--- src/rtl/med3x3_seq.sv ---
// 3x3 median filter, sequenced over a shared external 3-input median unit:
// three row medians, then the median of those, one unit evaluation per cycle.
module med3x3_seq #(
  parameter int WIDTH = 8
) (
  input  logic               clk,
  input  logic               rst_n,
  input  logic               in_valid,
  output logic               in_ready,
  input  logic [9*WIDTH-1:0] in_win,
  output logic [WIDTH-1:0]   m_p1,
  output logic [WIDTH-1:0]   m_p2,
  output logic [WIDTH-1:0]   m_p3,
  input  logic [WIDTH-1:0]   m_med,
  output logic               out_valid,
  input  logic               out_ready,
  output logic [WIDTH-1:0]   out_med,
  output logic               busy,
  output logic [15:0]        win_cnt
);

  typedef enum logic [2:0] {
    IDLE  = 3'd0,
    ROW0  = 3'd1,
    ROW1  = 3'd2,
    ROW2  = 3'd3,
    FINAL = 3'd4,
    DONE  = 3'd5
  } state_t;

  state_t             state_q, state_d;
  logic [9*WIDTH-1:0] win_q, win_d;
  logic [WIDTH-1:0]   rm0_q, rm0_d;
  logic [WIDTH-1:0]   rm1_q, rm1_d;
  logic [WIDTH-1:0]   rm2_q, rm2_d;
  logic [WIDTH-1:0]   out_med_q, out_med_d;
  logic [15:0]        win_cnt_q, win_cnt_d;
  logic [WIDTH-1:0]   m_p1_q, m_p1_d;
  logic [WIDTH-1:0]   m_p2_q, m_p2_d;
  logic [WIDTH-1:0]   m_p3_q, m_p3_d;
  logic               in_ready_q, in_ready_d;
  logic               busy_q, busy_d;
  logic               out_valid_q, out_valid_d;

  function automatic logic [WIDTH-1:0] pix(input logic [9*WIDTH-1:0] w, input int k);
    return w[WIDTH*k +: WIDTH];
  endfunction

  // The window buffer is written only on the IDLE handshake, so it is frozen
  // for the whole evaluation regardless of what in_win does meanwhile.
  always_comb begin
    state_d   = state_q;
    win_d     = win_q;
    rm0_d     = rm0_q;
    rm1_d     = rm1_q;
    rm2_d     = rm2_q;
    out_med_d = out_med_q;
    win_cnt_d = win_cnt_q;
    case (state_q)
      IDLE: begin
        if (in_valid) begin
          win_d   = in_win;
          state_d = ROW0;
        end
      end
      ROW0: begin
        rm0_d   = m_med;
        state_d = ROW1;
      end
      ROW1: begin
        rm1_d   = m_med;
        state_d = ROW2;
      end
      ROW2: begin
        rm2_d   = m_med;
        state_d = FINAL;
      end
      FINAL: begin
        out_med_d = m_med;
        state_d   = DONE;
      end
      DONE: begin
        if (out_ready) begin
          win_cnt_d = win_cnt_q + 16'd1;
          state_d   = IDLE;
        end
      end
      default: state_d = IDLE;
    endcase
  end

  // Outputs are registered: decode the next state and next buffer contents so
  // the operands are already on the flops when the new state begins.
  always_comb begin
    m_p1_d      = '0;
    m_p2_d      = '0;
    m_p3_d      = '0;
    in_ready_d  = (state_d == IDLE);
    busy_d      = (state_d != IDLE);
    out_valid_d = (state_d == DONE);
    case (state_d)
      ROW0: begin
        m_p1_d = pix(win_d, 0);
        m_p2_d = pix(win_d, 1);
        m_p3_d = pix(win_d, 2);
      end
      ROW1: begin
        m_p1_d = pix(win_d, 3);
        m_p2_d = pix(win_d, 4);
        m_p3_d = pix(win_d, 5);
      end
      ROW2: begin
        m_p1_d = pix(win_d, 6);
        m_p2_d = pix(win_d, 7);
        m_p3_d = pix(win_d, 8);
      end
      FINAL: begin
        m_p1_d = rm0_d;
        m_p2_d = rm1_d;
        m_p3_d = rm2_d;
      end
      default: begin
        m_p1_d = '0;
        m_p2_d = '0;
        m_p3_d = '0;
      end
    endcase
  end

  always_ff @(posedge clk or negedge rst_n) begin
    if (!rst_n) begin
      state_q     <= IDLE;
      win_q       <= '0;
      rm0_q       <= '0;
      rm1_q       <= '0;
      rm2_q       <= '0;
      out_med_q   <= '0;
      win_cnt_q   <= '0;
      m_p1_q      <= '0;
      m_p2_q      <= '0;
      m_p3_q      <= '0;
      in_ready_q  <= 1'b1;
      busy_q      <= 1'b0;
      out_valid_q <= 1'b0;
    end else begin
      state_q     <= state_d;
      win_q       <= win_d;
      rm0_q       <= rm0_d;
      rm1_q       <= rm1_d;
      rm2_q       <= rm2_d;
      out_med_q   <= out_med_d;
      win_cnt_q   <= win_cnt_d;
      m_p1_q      <= m_p1_d;
      m_p2_q      <= m_p2_d;
      m_p3_q      <= m_p3_d;
      in_ready_q  <= in_ready_d;
      busy_q      <= busy_d;
      out_valid_q <= out_valid_d;
    end
  end

  assign in_ready  = in_ready_q;
  assign busy      = busy_q;
  assign out_valid = out_valid_q;
  assign out_med   = out_med_q;
  assign win_cnt   = win_cnt_q;
  assign m_p1      = m_p1_q;
  assign m_p2      = m_p2_q;
  assign m_p3      = m_p3_q;

endmodule
--- config.mk ---
export PLATFORM = sky130hd
export DESIGN_NAME = med3x3_seq
export DESIGN_NICKNAME = d
export VERILOG_FILES = /design/src/rtl/med3x3_seq.sv
export SDC_FILE = /design/constraint.sdc
export NUM_CORES = 1
export LEC_CHECK = 0
export ABC_AREA = 0
export BUFFER_PORTS_ARGS = -buffer_cell sky130_fd_sc_hd__buf_4
export CAP_MARGIN = 25
export CORE_ASPECT_RATIO = 0.5
export CORE_MARGIN = 2
export CORE_UTILIZATION = 55
export CTS_BUF_LIST = sky130_fd_sc_hd__clkbuf_4 sky130_fd_sc_hd__clkbuf_8 sky130_fd_sc_hd__clkbuf_16
export CTS_CLUSTER_DIAMETER = 100
export DETAILED_ROUTE_END_ITERATION = 8
export GPL_TIMING_DRIVEN = 0
export HOLD_SLACK_MARGIN = 0.03
export PLACE_DENSITY = 0.83
export RECOVER_POWER = 100
export SYNTH_ARGS = -nofsm -noshare
export SYNTH_HDL_FRONTEND = slang
export SYNTH_SLANG_ARGS = --single-unit
--- constraint.sdc ---
create_clock -name clk -period 3.5 [get_ports clk]
set_input_delay 0.525 -clock clk [delete_from_list [all_inputs] [get_ports clk]]
set_output_delay 0.525 -clock clk [all_outputs]
set_load 0.005 [all_outputs]
==> results of run 1 <==
## layout make-up
type / instances / area (µm²)
Buffer: 24 / 96.3
Clock buffer: 18 / 433
Clock inverter: 14 / 88.8
Fill cell: 579 / 2200
Inverter: 3 / 11.3
Multi-Input combinational cell: 206 / 1840
Sequential cell: 118 / 2950
Tap cell: 117 / 146
Timing Repair Buffer: 136 / 1030
## power groups by stage
stage | combinational [µW] | sequential (µW) | clock, µW
final | 2050 | 2290 | 1540
after global routing | 2240 | 2360 | 1620
after CTS | 2180 | 2290 | 1540
after detailed placement | 2160 | 2300 | 0
after global placement | 2090 | 2280 | 0
after floorplan | 1430 | 2230 | 0
## path summary, 6_finish.rpt
check                                          endpoint  slack (ns)  cells after the start                    start
worst min-delay path                win_q[64]$_DFF_PN0_        0.33                      2               in_win[64]
worst max-delay path             out_med[7]$_DFFE_PN0P_        1.02                      5     state_q[0]$_DFF_PN0_
max in group asynchronous            in_ready$_DFF_PN1_        1.28                      3                    rst_n
worst max register to register   out_med[7]$_DFFE_PN0P_        1.02                      5     state_q[0]$_DFF_PN0_
worst min register to register  win_cnt[15]$_DFFE_PN0P_        0.47                      1  win_cnt[15]$_DFFE_PN0P_
min in group asynchronous             m_p3[5]$_DFF_PN0_        1.07                      2                    rst_n
## per-stage QoR
step / instances / util (%)
2_1_floorplan: 351 / -
3_5_place_dp: 603 / 70.7
4_1_cts: 636 / 76.7
5_1_grt: 636 / 75.0
6_report: 636 / 75.0
3_3_place_gp: 602 / 70.3
## synthesized netlist by cell type, drive strengths merged (2+ instances only)
cell type,count
dfrtp,117
mux2,88
nor2,20
buf,17
a222oi,15
xnor2,11
a211oi,8
a221oi,8
mux2i,8
clkbuf,7
nand2,7
nand3,7
nand4,5
nand2b,4
xor2,4
a21oi,3
inv,3
nor3,3
nor4,3
and3,2
nor2b,2
nor3b,2
## per-layer routing
layer	wire length, µm	global-route usage, %	up-vias
met4	336	13.1	0
met2	5920	43.1	137
met5	0	0	-
met3	811	8.09	33
li1	-	-	1601
met1	5270	33.0	1813
## sequential cells by signal (all words and copies together), names as in the netlist
register	flops
rm1_q	8
rm0_q	8
out_med	8
win_cnt	16
out_valid	1
state_q	3
win_q	48
in_ready	1
m_p1	8
m_p2	8
busy	1
m_p3	8
## worst max-delay path, cell delays in order (launching register included)
cell,delay [ns]
dfrtp_1,0.33
clkbuf_1,0.24
clkbuf_1,0.58
clkbuf_1,0.63
nor2_2,0.25
mux2_2,0.33
## cells by family after synthesis
kind of cell,Yosys count,synth area share [%]
flip-flops,118,58.6
multiplexers,96,21.3
AND/OR/NAND/NOR,59,7.70
AO/OA/AOI/OAI,35,6.01
buffers and inverters,27,3.53
XOR/XNOR,15,2.61
adder cells (fa/ha/maj),1,0.248
## repair_timing
item                                    4_1_cts  5_1_grt
gates resized for setup                       0        0
hold buffers                                  1        0
endpoints found under the setup margin        0        0
endpoints found under the hold margin        29        0
==> results.yml, run 1 <==
timing:
  min_period_over_period_pct: 70.9
  grt_setup_unrepaired: "no"
  fin_skew_ns: 0.00843
  hold_slack_ns: 0.328
  maxSlewViolCount: 30
  post-route-min-period_ns: 2.48
  tns_ns: 0
  max_clock_freq_ghz: 0.403
  finalSetupViolations: 0
  hold_viol: 0
  worst_pin_slew_ns: 1.67
  timing.final.ws_setup_ns: 1.02
  slew_headroom_pct: -11.2
floorplan:
  ios: 135
  row_count: 24
  start_util_pct: 57.3
  die_area_um2: 9990
  core_um2: 8800
  die_h_um: 71.7
  die_w_um: 139
cells_and_area:
  area_delta_synth_final_pct: 31.0
  final_layout_size_suffix_gt1_share_pct: 48.6
  finalNetCount: 591
  antenna_cells: 0
  final_cell_mix: "dfrtp_1 (117), buf_4 (83), mux2_2 (80), clkbuf_4 (49), clkbuf_1 (25)"
  final_common_cell: "dfrtp_1"
  fin_area_um2: 6600
clocking:
  tritoncts: "done"
  cts_root_buffer: "clkbuf_16"
  clock_path_buffers: 2
  cts.sinks: 118
  clk_latency_ns: 0.42
  clk_pin_slew_ns: 0.06
  postCtsSetupBuffers: 0
  cts_max_level: 4
  cts_made_buffers: 17
yosys:
  yosysTopAreaCellShare_pct: 58.1
  synth-seq-cells: 118
  synthFlopType: "dfrtp_1"
  synthTopCellsByArea: "dfrtp_1 (58%), mux2_2 (19%), a222oi_1 (3.0%)"
  synth_top_area_cell: "dfrtp_1"
  ys_async_sr_fraction_pct: 100
  ys_seq_area_share_pct: 58.6
  syn-num-nets: 436
  netlist_area_um2: 5040
  syn_avg_cell_area_um2: 14.4
  synth_warnings: 0
  synth_edf_count: 0
  yosysUniqueCellTypes: 36
  synth_cells: 351
power_and_ir_drop:
  switchingPower_uw: 1880
  switching_share_pct: 32.0
  seq_power_share_pct: 39.0
  power.leakage_uw: 0.00301
  power.density_nw_per_um2: 890
  peakVddDrop_mv: 0.527
  p_comb_share_pct: 34.8
  p_total_uw: 5870
  p_clk_share_pct: 26.1
  intPower_uw: 3990
outcome:
  status: "complete, but fails checks"
  violations: "max-capacitance violations, max-slew violations"
route:
  wl_per_cell_um: 19.4
  vias_per_cell: 5.64
  firstDrtPassIters: 5
  postRouteAntennaNets: 0
  drc_errors: 0
  wirelength_um: 12300
  num_vias: 3584
  drtIter0Drc: 235
job:
  max_cap_viol_count: 1
placed_design:
  dp_slack_ns: 1.60
  dpl_cell_area_um2: 6220
  portBuffers: 134
  dp_hpwl_um: 8370
  gp_congestion: 0.789
global_route:
  grt_pass1_vias: 3810
  grtUsageTotal_pct: 26.5
  grt_overflow_total: 0
  grt_first_pass_wirelength_um: 19700
  antenna_found_initial: 0
  grt_start_max_net_pins: 90
worst_hold_path:
  min_path_type: "input pin to flip-flop"
setup_path:
  path_class: "flip-flop to flip-flop"
  cp_max_fo: 10
  start_kind: "flip-flop"
  crit_required_ns: 3.79
  worstPathArrival_ns: 2.78
  crit_path_end_kind: "flip-flop"
Note: power is estimated with default switching activity, not from simulation.
==> run 2: changes to the inputs <==
--- a/config.mk
+++ b/config.mk
@@ -5,18 +5,18 @@
 export SDC_FILE = /design/constraint.sdc
 export NUM_CORES = 1
 export LEC_CHECK = 0
-export ABC_AREA = 0
+export ABC_AREA = 1
 export BUFFER_PORTS_ARGS = -buffer_cell sky130_fd_sc_hd__buf_4
 export CAP_MARGIN = 25
 export CORE_ASPECT_RATIO = 0.5
 export CORE_MARGIN = 2
-export CORE_UTILIZATION = 55
+export CORE_UTILIZATION = 52
 export CTS_BUF_LIST = sky130_fd_sc_hd__clkbuf_4 sky130_fd_sc_hd__clkbuf_8 sky130_fd_sc_hd__clkbuf_16
 export CTS_CLUSTER_DIAMETER = 100
 export DETAILED_ROUTE_END_ITERATION = 8
 export GPL_TIMING_DRIVEN = 0
 export HOLD_SLACK_MARGIN = 0.03
-export PLACE_DENSITY = 0.83
+export PLACE_DENSITY = 0.78
 export RECOVER_POWER = 100
 export SYNTH_ARGS = -nofsm -noshare
 export SYNTH_HDL_FRONTEND = slang
==> constraint.sdc (replaced) <==
create_clock -name clk -period 2.42 [get_ports clk]
set_input_delay 0.363 -clock clk [delete_from_list [all_inputs] [get_ports clk]]
set_output_delay 0.363 -clock clk [all_outputs]
set_load 0.005 [all_outputs]
==> run 2 against run 1 <==
Effect of this change: clock-buffer cell count grew 1; die area increased by 12%; largest power group unchanged; the flow now finishes without violations; combinational power increased by 47%.
==> results.yml, run 2 <==
job:
  max_cap_viol_count: 0
cells_and_area:
  regMostFlops: "win_q"
  largest_register_ffs: 48
  area_delta_synth_final_pct: 34.2
  final_common_cell: "nand2_1"
  finalNetCount: 903
  final_layout_size_suffix_gt1_share_pct: 23.2
  final_cell_mix: "nand2_1 (327), dfrtp_1 (117), buf_4 (92), inv_1 (58), clkbuf_4 (48)"
  finalNonFillerCells: 971
  antenna_cells: 0
power_and_ir_drop:
  switching_share_pct: 34.4
  p_clk_share_pct: 31.8
  p_comb_share_pct: 33.2
  switchingPower_uw: 3120
  peakVddDrop_mv: 0.661
  seq_power_share_pct: 35.0
  power.density_nw_per_um2: 1260
  intPower_uw: 5960
  power.leakage_uw: 0.00384
setup_path:
  path_class: "flip-flop to flip-flop"
  crit_required_ns: 2.74
  start_kind: "flip-flop"
  cp_max_fo: 10
  worstPathArrival_ns: 2.29
  crit_path_end_kind: "flip-flop"
yosys:
  syn_avg_cell_area_um2: 8.10
  synthFlopType: "dfrtp_1"
  synth-seq-cells: 118
  yosysUniqueCellTypes: 29
  synth_warnings: 0
  ys_seq_area_share_pct: 55.0
  netlist_area_um2: 5370
  yosysMostFrequentCell: "nand2_1"
  synth_edf_count: 0
  synthTopCellsByArea: "dfrtp_1 (55%), nand2_1 (23%), nand4_1 (5.1%)"
  synth_cells: 663
  synthTopCellsByCount: "nand2_1 (327), dfrtp_1 (117), inv_1 (57)"
  ys_async_sr_fraction_pct: 100
  yosysTopAreaCellShare_pct: 54.5
  synth_top_area_cell: "dfrtp_1"
  syn-num-nets: 748
floorplan:
  row_count: 26
  core_um2: 10100
  die_w_um: 148
  start_util_pct: 53.1
  die_h_um: 75.9
  ios: 135
  die_area_um2: 11200
global_route:
  grt_first_pass_wirelength_um: 23100
  grt_start_max_net_pins: 68
  grt_overflow_total: 0
  grt_pass1_vias: 4804
  antenna_found_initial: 0
  grtUsageTotal_pct: 27.2
clocking:
  postCtsSetupBuffers: 0
  clock_path_buffers: 2
  cts_max_level: 4
  tritoncts: "done"
  cts_root_buffer: "clkbuf_16"
  cts.sinks: 118
  cts_made_buffers: 17
  clk_pin_slew_ns: 0.06
  clk_latency_ns: 0.41
route:
  drtIter0Drc: 378
  vias_per_cell: 5.08
  num_vias: 4929
  wirelength_um: 14600
  drc_errors: 0
  postRouteAntennaNets: 0
  wl_per_cell_um: 15.0
  firstDrtPassIters: 6
timing:
  min_period_over_period_pct: 81.3
  worst_pin_slew_ns: 1.35
  finalSetupViolations: 0
  grt_setup_unrepaired: "no"
  slew_headroom_pct: 9.96
  hold_viol: 0
  hold_slack_ns: 0.141
  maxSlewViolCount: 0
  max_clock_freq_ghz: 0.508
  tns_ns: 0
  fin_skew_ns: 0.00576
  post-route-min-period_ns: 1.97
worst_hold_path:
  min_path_type: "input pin to flip-flop"
placed_design:
  post-place-cells: 938
  gp_congestion: 0.897
  portBuffers: 134
  dp_hpwl_um: 10200
outcome:
  status: "completed"
## run 2: cell count changes in the layout (fill, tap and decap cells not counted), sizes merged, moves of 15 or more
| cell | change |
|---|---|
| a222oi | -15 |
| buf | +15 |
| inv | +61 |
| nand4 | +39 |
| nand2 | +322 |
| mux2 | -88 |
| o21ai | +22 |
## run 2: worst max-delay path: stages (launching register included)
cell and delay (ns):
dfrtp_1 0.32, buf_4 0.18, inv_4 0.10, nor3_2 0.57, inv_1 0.32, buf_6 0.23, o21ai_0 0.16
## run 2: final timing paths
check	start	endpoint	slack, ns	cells past startpoint
hold / removal	in_win[39]	win_q[39]$_DFF_PN0_	0.14	3
max in group asynchronous	rst_n	m_p2[6]$_DFF_PN0_	0.68	3
setup reg to reg	state_q[0]$_DFF_PN0_	rm0_q[5]$_DFF_PN0_	0.45	6
setup / recovery	state_q[0]$_DFF_PN0_	rm0_q[5]$_DFF_PN0_	0.45	6
min in group asynchronous	rst_n	win_cnt[12]$_DFFE_PN0P_	0.80	2
hold reg to reg	win_q[55]$_DFF_PN0_	win_q[55]$_DFF_PN0_	0.48	2
## run 2: layout make-up
class                           instances  area [µm²]
Inverter                               65         249
Clock inverter                         13         226
Sequential cell                       118        2950
Clock buffer                           19         453
Buffer                                 30         171
Fill cell                             760        2910
Timing Repair Buffer                  136        1030
Multi-Input combinational cell        450        1950
Tap cell                              140         175
## run 2: timing repair
action	CTS	global route
hold buffers	1	0
hold endpoints to repair	50	0
gates resized for setup	0	0
## run 2: power by group through the flow
| stage | combinational, µW | sequential, µW | clock, µW |
|---|---|---|---|
| after floorplan | 1910 | 3140 | 0 |
| after global placement | 2950 | 3170 | 0 |
| after detailed placement | 3070 | 3190 | 0 |
| after CTS | 3120 | 3180 | 2900 |
| after global routing | 3400 | 3250 | 2980 |
| final | 3020 | 3180 | 2890 |
## run 2: logic make-up (layout without fill, tap and decap cells)
family / after synthesis / count (layout) / share of synthesized area (%)
DFF: 118 / 118 / 55.0
AOI/OAI and AO/OA: 31 / 31 / 3.26
xor gates and xnor gates: 5 / 5 / 0.815
and+or+nand+nor: 413 / 413 / 32.6
buffers and inverters: 95 / 263 / 8.11
adders and majority gates: 1 / 1 / 0.233
## run 2: stage by stage
stage               util (%)  area (µm²)  setup slack (ns)  power, µW
floorplan                  -        5370              1.06       5050
global placement        64.8        6550             0.707       6120
detailed placement      65.1        6580             0.816       6260
CTS                     71.9        7270             0.764       9190
global route            71.2        7210             0.308       9640
finish                  71.2        7210             0.453       9090
## run 2: layer usage
layer  up-vias  wire (µm)  global-route usage, %
li1       2380          -                      -
met4         0        203                   8.23
met3        25        766                   6.71
met1      2365       6460                   34.7
met5         -          0                      0
met2       159       7170                   47.2
